`config.mk`:
```
export PLATFORM = sky130hd
export DESIGN_NAME = accum16
export DESIGN_NICKNAME = d
export VERILOG_FILES = /design/src/rtl/accum16_pkg.sv /design/src/rtl/fulladd16.sv /design/src/rtl/accum16.sv
export SDC_FILE = /design/constraint.sdc
export NUM_CORES = 1
export LEC_CHECK = 0
export CAP_MARGIN = 15
export CORE_MARGIN = 1
export CORE_UTILIZATION = 52
export CTS_CLUSTER_DIAMETER = 200
export DETAILED_ROUTE_END_ITERATION = 12
export PLACE_DENSITY = 0.95
export SLEW_MARGIN = 20
export SYNTH_ARGS = -nofsm -noshare
export SYNTH_HDL_FRONTEND = slang
export SYNTH_SLANG_ARGS = --single-unit
```
`constraint.sdc`:
```
create_clock -name clk -period 13.4 [get_ports clk]
set_input_delay 4.02 -clock clk [delete_from_list [all_inputs] [get_ports clk]]
set_output_delay 4.02 -clock clk [all_outputs]
set_load 0.005 [all_outputs]
```
`src/rtl/accum16_pkg.sv`:
```
// Shared types and widths for the accum16 burst accumulator.
package accum16_pkg;

    localparam int DATA_W = 16;
    localparam int CNT_W  = 8;

    typedef enum logic [1:0] {
        IDLE = 2'd0,
        ACC  = 2'd1,
        DONE = 2'd2
    } state_e;

endpackage

```
`src/rtl/fulladd16.sv`:
```
// Combinational 16-bit ripple-carry adder built from per-bit full adders.
module fulladd16
    import accum16_pkg::*;
(
    input  logic [DATA_W-1:0] a,
    input  logic [DATA_W-1:0] b,
    input  logic              c_in,
    output logic [DATA_W-1:0] sum,
    output logic              c_out
);

    logic [DATA_W:0] carry;

    assign carry[0] = c_in;

    for (genvar i = 0; i < DATA_W; i++) begin : g_bit
        assign sum[i]     = a[i] ^ b[i] ^ carry[i];
        assign carry[i+1] = (a[i] & b[i]) | (carry[i] & (a[i] ^ b[i]));
    end

    assign c_out = carry[DATA_W];

endmodule

```
`src/rtl/accum16.sv`:
```
// Burst accumulator: sums BURST_LEN handshaked operands through fulladd16 and
// presents the wrapped total plus a sticky carry flag until the consumer takes it.
module accum16
    import accum16_pkg::*;
#(
    parameter int BURST_LEN = 4
) (
    input  logic              clk,
    input  logic              rst_n,
    input  logic              start,
    input  logic              in_valid,
    input  logic [DATA_W-1:0] in_data,
    output logic              in_ready,
    output logic              out_valid,
    output logic [DATA_W-1:0] out_sum,
    output logic              out_carry,
    input  logic              out_ready,
    output logic              busy
);

    localparam logic [CNT_W-1:0] LAST_IDX = CNT_W'(BURST_LEN - 1);

    state_e            state_q;
    logic [DATA_W-1:0] acc_q;
    logic              carry_q;
    logic [CNT_W-1:0]  cnt_q;

    logic [DATA_W-1:0] sum_d;
    logic              cout_d;

    // Carry-out is only collected into the sticky flag, never fed back.
    fulladd16 u_add (
        .a     (acc_q),
        .b     (in_data),
        .c_in  (1'b0),
        .sum   (sum_d),
        .c_out (cout_d)
    );

    always_ff @(posedge clk or negedge rst_n) begin
        if (!rst_n) begin
            state_q <= IDLE;
            acc_q   <= '0;
            carry_q <= 1'b0;
            cnt_q   <= '0;
        end else begin
            case (state_q)
                IDLE: begin
                    if (start) begin
                        state_q <= ACC;
                        acc_q   <= '0;
                        carry_q <= 1'b0;
                        cnt_q   <= '0;
                    end
                end
                ACC: begin
                    if (in_valid) begin
                        acc_q   <= sum_d;
                        carry_q <= carry_q | cout_d;
                        cnt_q   <= cnt_q + CNT_W'(1);
                        if (cnt_q == LAST_IDX) begin
                            state_q <= DONE;
                        end
                    end
                end
                DONE: begin
                    if (out_ready) begin
                        state_q <= IDLE;
                    end
                end
                default: state_q <= IDLE;
            endcase
        end
    end

    assign in_ready  = (state_q == ACC);
    assign out_valid = (state_q == DONE);
    assign busy      = (state_q != IDLE);
    assign out_sum   = acc_q;
    assign out_carry = carry_q;

endmodule

```
Word-level counts from Yosys, hierarchy flattened:

Index checks and enable logic that the tools add are counted.

* bits in registers: 27
* bits of input ports: 21
* output and inout bits: 20
* logic and storage cells: 109

* add/subtract/negate cells: 1
* eq/ne operators: 7
* mux-type cells: 14
* bitwise gates (word level): 78
* reduce and logical (&&, ||, !) cells: 5

Operators with widths (number)
* $mux W16: 2
* $pmux W16 S2: 1
* $and A1 B1 Y1: 31
* $xor A1 B1 Y1: 31
* $mux W8: 2
* $or A1 B1 Y1: 16
* $pmux W8 S2: 1
* $add A8 B1 Y8 const B: 1
* $eq A8 B2 Y1 const B: 1
* $mux W2: 4
* $pmux W2 S3: 1
* $ne A2 B1 Y1 const B: 2
* $ne A2 B2 Y1 const B: 2
* $reduce_and A4 Y1: 1
* $reduce_bool A2 Y1: 2
* $reduce_and A3 Y1: 1
* $eq A2 B1 Y1 const B: 1
* $eq A2 B2 Y1 const B: 1
* $logic_not A2 Y1: 1
* $mux W1: 2
* $pmux W1 S2: 1

Longest topological paths before layout:

Gate-level depths: netlist of the first run.

* depth in word-level cells: 34
* mapped depth: 20
* depth with buffers taken out: 20

Hierarchy:

From an unflattened synthesis of the first run, not the netlist that was laid out.

* cell total of the unflattened synthesis: 118
* area total of the unflattened synthesis: 1519.0 µm²

Modules (own cells, without submodules)
* accum16: times used 1, cells an instance 92, area each 1161.1 µm², sequential area each 675.6 µm²
* fulladd16: times used 1, cells an instance 26, area each 357.8 µm², sequential area each 0.0 µm²

Least setup slack after synthesis of the first run:

OpenSTA, ideal clock, no wires.

* path type: input port to flip-flop
* start point: input in_data[0]
* end point: register acc_q[15], in the netlist out_sum[15]
* setup time: 0.121 ns
* data arrival time: 9.706 ns
* required time: 13.279 ns
* setup slack: 3.573 ns
* stages on the path: 19
* path buffers: 0
* cells stage by stage: ha_1 -> inv_1 -> fa_1 -> fa_1 -> fa_1 -> fa_1 -> fa_1 -> fa_1 -> fa_1 -> fa_1 -> fa_1 -> fa_1 -> fa_1 -> fa_1 -> inv_1 -> fa_1 -> fa_1 -> fa_1 -> a22o_1

* cells in the longest elaborated chain, start to end: 32

RTL lines
* start: declaration: line accum16.sv:12 `input logic [DATA_W-1:0] in_data,`
* $and A1 B1 Y1 (2 in series): line fulladd16.sv:18 `assign carry[i+1] = (a[i] & b[i]) | (carry[i] & (a[i] ^ b[i]));`
* $or A1 B1 Y1: line fulladd16.sv:18
* $and A1 B1 Y1: line fulladd16.sv:18
* $or A1 B1 Y1: line fulladd16.sv:18
* $and A1 B1 Y1: line fulladd16.sv:18
* $or A1 B1 Y1: line fulladd16.sv:18
* $and A1 B1 Y1: line fulladd16.sv:18
* $or A1 B1 Y1: line fulladd16.sv:18
* (+15 left out)
* $or A1 B1 Y1: line fulladd16.sv:18
* $and A1 B1 Y1: line fulladd16.sv:18
* $or A1 B1 Y1: line fulladd16.sv:18
* $and A1 B1 Y1: line fulladd16.sv:18
* $or A1 B1 Y1: line fulladd16.sv:18
* $xor A1 B1 Y1: line fulladd16.sv:17 `assign sum[i] = a[i] ^ b[i] ^ carry[i];`
* $mux W16: line accum16.sv:57 `if (in_valid) begin`
* $pmux W16 S2: line accum16.sv:47 `case (state_q)`
* end signal: assignment: line accum16.sv:58 `acc_q <= sum_d;`
* end: declaration: line accum16.sv:24 `logic [DATA_W-1:0] acc_q;`

Every way passes these cells. The select of a mux whose other input is x is not followed.
A chain may end at the register's enable or synchronous reset.

Final worst setup path of the first run:

Same ends and word-level chain as after synthesis.

==> results of run 1 <==
-- routing by layer --
metal	up-vias	GRT usage (%)	part of all wire, %
met5	-	0	0
met4	0	11.4	4.1
met3	13	4.15	5.6
met2	52	38.3	48
met1	572	32.9	42
li1	542	-	-
-- final cells by class --
cell class | count | area [µm²]
fillers | 208 | 805
multi-input cells | 78 | 751
flip-flops and latches | 27 | 676
repair buffers | 41 | 408
inverters | 27 | 101
well taps | 31 | 38.8
clock buffers | 4 | 26.3
-- through the flow --
step / instances / utilization [%] / hold slack, ps / total power, mW
global placement: 204 / 70.4 / 464 / 0.349
CTS: 208 / 71.3 / 501 / 0.410
global route: 208 / 71.3 / 512 / 0.445
detailed placement: 204 / 70.4 / 483 / 0.373
finish: 208 / 71.3 / 492 / 0.408
floorplan: 137 / - / 439 / 0.271
-- cells by family after synthesis --
family	count (synthesis)	share of synthesized area, %
compound gates	31	15.0
fa+ha+maj	17	20.9
buf+inv	32	8.36
flops	27	43.4
mux	2	1.37
simple gates	28	10.9
-- worst paths after layout --
kind | startpoint | slack [ps] | to
worst min register to register | cnt_q[7] | 490 | cnt_q[7]
worst max-delay path | in_data[0] | 3040 | out_sum[15]
worst max register to register | out_sum[0] | 6780 | out_sum[15]
min in group asynchronous | rst_n | 4040 | cnt_q[5]
max in group asynchronous | rst_n | 9100 | cnt_q[7]
worst min-delay path | cnt_q[7] | 490 | cnt_q[7]
-- worst max-delay path, stage by stage --
cell and delay [ps]:
clkdlybuf4s50_1 460, ha_1 150, inv_1 50, fa_1 380, fa_1 390, fa_1 410
fa_1 410, fa_1 410, fa_1 420, fa_1 420, fa_1 410, fa_1 400
fa_1 400, fa_1 390, fa_1 380, inv_1 90, fa_1 170, fa_1 190
fa_1 430, a22o_1 210
-- synthesized netlist by cell type (2+ instances only) --
cell	count	share of area [%]
nor2_1	5	1.2
fa_1	15	19
o21ai_0	4	1.3
nor3_1	2	0.64
a21oi_1	5	1.6
o2bb2ai_1	12	6.8
or3_1	2	0.80
buf_2	2	0.64
a22o_1	6	3.4
nand2_1	4	0.96
o31ai_1	2	0.96
nand3_1	4	1.3
dfrtp_1	27	43
buf_4	2	0.96
inv_1	27	6.5
ha_1	2	1.6
or4_1	3	1.4
-- sequential cells by signal (all words and copies together) (netlist names) --
signal	count
out_sum	16
cnt_q	8
state_q	2
out_carry	1
-- power groups by stage --
stage                     registers, mW  logic [mW]  clock network (mW)
after floorplan                   0.146       0.125                   0
after global placement            0.150       0.199                   0
after detailed placement          0.153       0.221                   0
after CTS                         0.152       0.223              0.0354
after global routing              0.158       0.248              0.0391
final                             0.152       0.221              0.0351
==> out/qor.csv, run 1 <==
stage,metric,value,unit
run_status,status,finished with violations,
run_status,violations,DRC,
synth,async_flop_share,100,%
global_route,grt_pass1_wl,5.77,mm
place,gp_congestion,0.832,
global_route,grt_pass1_vias,1212,
setup_path,worstSetupPathType,primary input to flip-flop,
timing,worst_pin_slew,505,ps
place,place_ws,2690,ps
timing,hold_violations,0,
timing,fmax,96.5,MHz
cts,cts.clk_slew.worst_paths,140,ps
power,p_clk_share,8.6,%
timing,fin_ws,3040,ps
final_layout,area_growth,28.5,%
die,rows,19,
final_layout,mostFrequentLayoutCells,"clkdlybuf4s50_1, inv_1, dfrtp_1, fa_1, o2bb2ai_1",
timing,setup_viol,0,
timing,finalCritPeriodShare,77.3,%
hold_path,hold_depth,1,
setup_path,end_kind,flip-flop,
die,coreArea,2810,µm²
routing,ant_nets,0,
setup_path,startpoint_type,primary input,
timing,relSlewSlack,66.2,%
timing,finClkSkew,1.25,ps
power,p_leak,0.874,nW
global_route,antenna_found_initial,0,
power,intPower,249,µW
synth,syn_area,1560,µm²
routing,drtIter0Drc,35,
cts,cts_hold_buf,0,
die,die_area,3220,µm²
cts,cts_resized,0,
timing,grt_setup_unrepaired,false,
setup_path,path_max_fanout,1,
setup_path,crit_arrival,10590,ps
global_route,grt_max_degree,28,
cts,cts_setup_buffers,0,
routing,firstDrtPassIters,8,
synth,avgSynthCellArea,11.4,µm²
power,powerDensity,204,nW/µm²
synth,synth_edf_count,0,
synth,ys.flop_type,dfrtp_1,
synth,yosys_warnings,0,
power,combPwrFrac,54.2,%
final_layout,final_common_cell,clkdlybuf4s50_1,
final_layout,num-nets-final,216,
place,io_buffers,40,
routing,wire_per_inst,16.1,µm
setup_path,r2r_cells,19,
final_layout,finalInstanceArea,2000,µm²
timing,timing.final.crit_period,10360,ps
timing,slew_viol_final,0,
routing,via_per_inst,5.67,
routing,finalWirelength,3.35,mm
synth,syn_nets,175,
die,io_pins,41,
cts,clock_latency,320,ps
synth,syn_inst,137,
hold_path,hold_class,flip-flop to flip-flop,
synth,yosysSeqAreaShare,43.4,%
die,die_w,56.7,µm
routing,drc,4,
power,sw_frac_of_total,39.0,%
setup_path,cp.required,13630,ps
synth,ys_ff_latch,27,
routing,num_vias,1179,
cts,clockBufferDepth,2,
timing,finalSetupTns,0,ps
final_layout,drive_gt1_share,5.65,%
cts,cts_root_buf,clkbuf_4,
job,maxCapViolations,0,
place,place_hpwl,2.59,mm
power,pwr-share-seq,37.2,%
global_route,overflow,0,
die,initial_core_util,55.5,%
cts,numCtsBuffers,3,
cts,cts_tree,yes,
power,power_switching,159,µW
final_layout,antenna_cells,0,
synth,ys_types,30,
global_route,track_usage,24.3,%
cts,htreeDepth,1,
cts,cts_sinks,27,
die,die_h,56.7,µm
place,placed_area,1970,µm²
power,ir_worst_vdd,0.116,mV
No activity file was read; power rests on OpenSTA's default activity.
==> run 2, diff against run 1 <==
CORE_UTILIZATION = 48   (was 52)
PLACE_DENSITY = 0.9   (was 0.95)
clock period = 10.6 ns   (was 13.4 ns; I/O delays follow)
==> out/qor.csv, run 2 (synthesized netlist as in run 1, its figures left out) <==
stage,metric,value,unit
cts,cts_resized,0,
final_layout,final_common_cell,clkdlybuf4s50_1,
die,rows,20,
hold_path,hold_class,flip-flop to flip-flop,
final_layout,regArea,676,µm²
routing,finalWirelength,3.12,mm
setup_path,crit_arrival,9640,ps
setup_path,reg2reg_to,out_sum[15],
place,place_ws,814,ps
place,io_buffers,40,
final_layout,num-nets-final,216,
final_layout,largest_register_ffs,16,
routing,via_per_inst,5.30,
timing,worst_pin_slew,519,ps
setup_path,cp.required,10840,ps
global_route,overflow,0,
global_route,track_usage,20.4,%
global_route,antenna_found_initial,0,
setup_path,path_max_fanout,1,
cts,cts_hold_buf,0,
final_layout,area_growth,29.6,%
routing,drc,0,
routing,firstDrtPassIters,4,
setup_path,worstSetupPathType,primary input to flip-flop,
die,coreArea,3050,µm²
setup_path,crit_path_end,out_sum[15],
cts,cts_sinks,27,
cts,cts.clk_slew.worst_paths,150,ps
setup_path,r2r_slack,4060,ps
final_layout,fillCellCount,256,
cts,clock_latency,330,ps
routing,ant_nets,0,
setup_path,startpoint_type,primary input,
cts,cts_root_buf,clkbuf_4,
setup_path,rr_startpoint,out_sum[0],
die,io_pins,41,
die,die_h,58.9,µm
power,powerDensity,250,nW/µm²
place,gp_congestion,0.801,
die,die_w,58.9,µm
global_route,grt_pass1_wl,5.31,mm
power,p_leak,0.874,nW
routing,num_vias,1171,
routing,drtIter0Drc,34,
power,ir_worst_vdd,0.124,mV
cts,cts_tree,yes,
routing,wire_per_inst,14.1,µm
timing,finalSetupTns,0,ps
run_status,status,finished clean,
timing,hold_slack,485,ps
final_layout,drive_gt1_share,5.65,%
global_route,grt_pass1_vias,1219,
timing,timing.final.crit_period,9400,ps
die,initial_core_util,51.0,%
global_route,grt_max_degree,28,
cts,numCtsBuffers,3,
final_layout,multiInputGateArea,751,µm²
setup_path,r2r_cells,19,
timing,fmax,106,MHz
final_layout,antenna_cells,0,
timing,fin_ws,1200,ps
setup_path,startpoint,in_data[0],
timing,finClkSkew,12.6,ps
cts,htreeDepth,1,
timing,finalCritPeriodShare,88.7,%
job,maxCapViolations,0,
timing,relSlewSlack,65.3,%
cts,clockBufferDepth,2,
timing,slew_viol_final,0,
timing,grt_setup_unrepaired,false,
final_layout,mostFrequentLayoutCells,"clkdlybuf4s50_1, inv_1, dfrtp_1, fa_1, o2bb2ai_1",
die,die_area,3470,µm²
power,power,505,µW
timing,setup_viol,0,
setup_path,end_kind,flip-flop,
place,place_hpwl,2.39,mm
cts,cts_setup_buffers,0,
timing,hold_violations,0,
run 2: stage by stage:
step                      utilization [%]  instances  area [µm²]
after floorplan                         -        137        1560
after global placement               65.2        217        1990
after detailed placement             65.2        217        1990
after CTS                            66.1        221        2020
after global routing                 66.1        221        2020
final                                66.1        221        2020
run 2: critical path: stages:
cell and delay, ps:
clkdlybuf4s50_1 460, ha_1 140, inv_1 50, fa_1 370, fa_1 390, fa_1 380, fa_1 390, fa_1 400
fa_1 400, fa_1 390, fa_1 390, fa_1 390, fa_1 400, fa_1 400, fa_1 390, inv_1 80
fa_1 190, fa_1 210, fa_1 430, a22o_1 210
run 2: worst min path at each step:
stage / to / depth (start not counted) / slack (ps) / startpoint
after global placement: cnt_q[7] / 1 / 460 / cnt_q[7]
after global routing: cnt_q[7] / 1 / 520 / cnt_q[7]
after CTS: cnt_q[7] / 1 / 490 / cnt_q[7]
final: cnt_q[7] / 1 / 490 / cnt_q[7]
after floorplan: cnt_q[7] / 1 / 440 / cnt_q[7]
after detailed placement: cnt_q[7] / 1 / 470 / cnt_q[7]
run 2: cell type report:
class | count | area share, %
Clock buffer | 4 | 1.30
Sequential cell | 27 | 33.5
Multi-Input combinational cell | 78 | 37.2
Tap cell | 44 | 2.73
Inverter | 27 | 5.02
Timing Repair Buffer | 41 | 20.2
run 2: routing by layer:
layer  vias to the layer above  track usage [%]  routed length [µm]
met3                         5             4.18                 176
met2                        38             34.6                1600
met1                       588             27.3                1310
li1                        540                -                   -
met5                         -                0                   0
met4                         0             4.42                  33
run 2: power by group:
| group | internal, mW | leakage (nW) | switching (mW) | total [mW] |
|---|---|---|---|---|
| logic | 0.150 | 0.521 | 0.118 | 0.268 |
| clock network | 0.0147 | 0.0150 | 0.0302 | 0.0450 |
| registers | 0.146 | 0.338 | 0.0452 | 0.192 |
| total | 0.311 | 0.874 | 0.194 | 0.505 |
==> run 3, diff against run 2 <==
CORE_UTILIZATION = 50   (was 48)
CTS_BUF_LIST = sky130_fd_sc_hd__clkbuf_8   (was unset)
HOLD_SLACK_MARGIN = 0.15   (was unset)
PLACE_DENSITY = 0.93   (was 0.9)
clock period = 9.3 ns   (was 10.6 ns; I/O delays follow)
==> out/qor.csv, run 3 (synthesized netlist as in run 1, its figures left out) <==
stage,metric,value,unit
die,die_area,3340,µm²
final_layout,mostFrequentLayoutCells,"clkdlybuf4s50_1, inv_1, dfrtp_1, fa_1, o2bb2ai_1",
setup_path,path_common_cell,fa_1,
setup_path,crit_buf_inv,3,
hold_path,hold_class,flip-flop to flip-flop,
die,initial_core_util,54.6,%
setup_path,crit_arrival,9240,ps
setup_path,end_kind,flip-flop,
routing,drc,0,
cts,cts_setup_buffers,0,
place,place_hpwl,2.47,mm
place,dp.cells,204,
power,powerDensity,296,nW/µm²
setup_path,slowest_stage,clkdlybuf4s50_1,
cts,cts_resized,0,
global_route,grt_pass1_wl,5.56,mm
timing,relSlewSlack,65.8,%
setup_path,worstSetupPathType,primary input to flip-flop,
timing,finalCritPeriodShare,97.4,%
final_layout,area_growth,30.0,%
final_layout,final_core_util,70.9,%
cts,cts_root_buf,clkbuf_8,
routing,wire_per_inst,16.0,µm
setup_path,cp.required,9480,ps
global_route,track_usage,22.7,%
final_layout,antenna_cells,0,
cts,htreeDepth,1,
final_layout,largest_register_ffs,16,
run_status,status,finished clean,
timing,fmax,110,MHz
final_layout,final_common_cell,clkdlybuf4s50_1,
job,maxCapViolations,0,
cts,numCtsBuffers,3,
cts,cts.clk_slew.worst_paths,90,ps
cts,cts_sinks,27,
setup_path,startpoint_type,primary input,
global_route,overflow,0,
global_route,grt_max_degree,28,
die,die_h,57.8,µm
die,die_w,57.8,µm
timing,timing.final.crit_period,9060,ps
die,rows,19,
routing,via_per_inst,5.57,
place,io_buffers,40,
timing,hold_violations,0,
place,placed_area,1970,µm²
final_layout,finalInstanceArea,2020,µm²
final_layout,drive_gt1_share,6.78,%
setup_path,path_delay_family,adder cells,
routing,firstDrtPassIters,6,
place,gp_congestion,0.774,
timing,slew_viol_final,0,
timing,worst_pin_slew,511,ps
die,coreArea,2850,µm²
setup_path,r2r_slack,2780,ps
timing,setup_viol,0,
timing,grt_setup_unrepaired,false,
routing,finalWirelength,3.32,mm
setup_path,cpPeakStageDelay,460,ps
power,ir_worst_vdd,0.170,mV
final_layout,finalNonFillerCells,208,
setup_path,path_max_fanout,1,
cts,clock_latency,280,ps
routing,ant_nets,0,
cts,cts_tree,yes,
routing,drtIter0Drc,28,
timing,finalSetupTns,0,ps
power,p_leak,0.884,nW
cts,cts_hold_buf,0,
final_layout,fillCellCount,197,
setup_path,path_cells,"clkdlybuf4s50_1, ha_1, inv_1, fa_1, fa_1, fa_1, fa_1, fa_1, fa_1, fa_2, fa_1, fa_1, fa_1, fa_1, fa_1, inv_1, fa_1, fa_1, fa_1, a22o_1",
cts,clockBufferDepth,2,
final_layout,num-nets-final,216,
routing,num_vias,1158,
global_route,grt_pass1_vias,1225,
global_route,antenna_found_initial,0,
die,io_pins,41,
timing,finClkSkew,2.23,ps
[run 3: changes by cell type in the layout (fill, tap and decap cells not counted), sizes merged]
| cell | before | now |
|---|---|---|
| clkbuf | 4 | 3 |
| clkinv | 0 | 1 |
[run 3: layout make-up]
class / count / area [µm²] / area share, %
Sequential cell: 27 / 676 / 33.4
Timing Repair Buffer: 41 / 408 / 20.2
Clock buffer: 3 / 41.3 / 2.04
Inverter: 27 / 101 / 5.01
Clock inverter: 1 / 5.00 / 0.247
Tap cell: 31 / 38.8 / 1.92
Multi-Input combinational cell: 78 / 753 / 37.2
[run 3: worst reg2reg max path: stages (launching register included)]
cell     delay [ps]
dfrtp_1         410
ha_1            170
inv_1            50
fa_1            380
fa_1            400
fa_1            390
fa_1            390
fa_1            390
fa_1            400
fa_2            370
fa_1            390
fa_1            400
fa_1            400
fa_1            400
fa_1            380
inv_1            80
fa_1            190
fa_1            190
fa_1            420
a22o_1          210
[run 3: where the power goes]
part | internal [mW] | switching (mW) | leakage (nW)
clock network | 0.0301 | 0.0383 | 0.0255
logic | 0.172 | 0.139 | 0.521
registers | 0.167 | 0.0516 | 0.338
total | 0.369 | 0.229 | 0.884
[run 3: stage by stage]
stage,hold slack (ps),setup slack (ps),power [mW]
3_3_place_gp,460,-1.08,0.505
3_5_place_dp,487,-100,0.528
4_1_cts,500,200,0.602
5_1_grt,507,20.5,0.650
6_report,502,241,0.598
2_1_floorplan,439,703,0.390
[run 3: per-layer routing]
| metal | track usage, % | routed length, µm |
|---|---|---|
| met3 | 4.91 | 141 |
| met1 | 28.2 | 1420 |
| met4 | 9.52 | 91 |
| met5 | 0 | 0 |
| met2 | 38.7 | 1660 |
[run 3: final timing paths]
path | startpoint | to | cells after the start
setup / recovery | in_data[0] | out_sum[15] | 20
hold reg to reg | cnt_q[7] | cnt_q[7] | 1
min in group asynchronous | rst_n | cnt_q[4] | 2
max in group asynchronous | rst_n | state_q[1] | 2
hold / removal | cnt_q[7] | cnt_q[7] | 1
setup reg to reg | out_sum[0] | out_sum[15] | 19
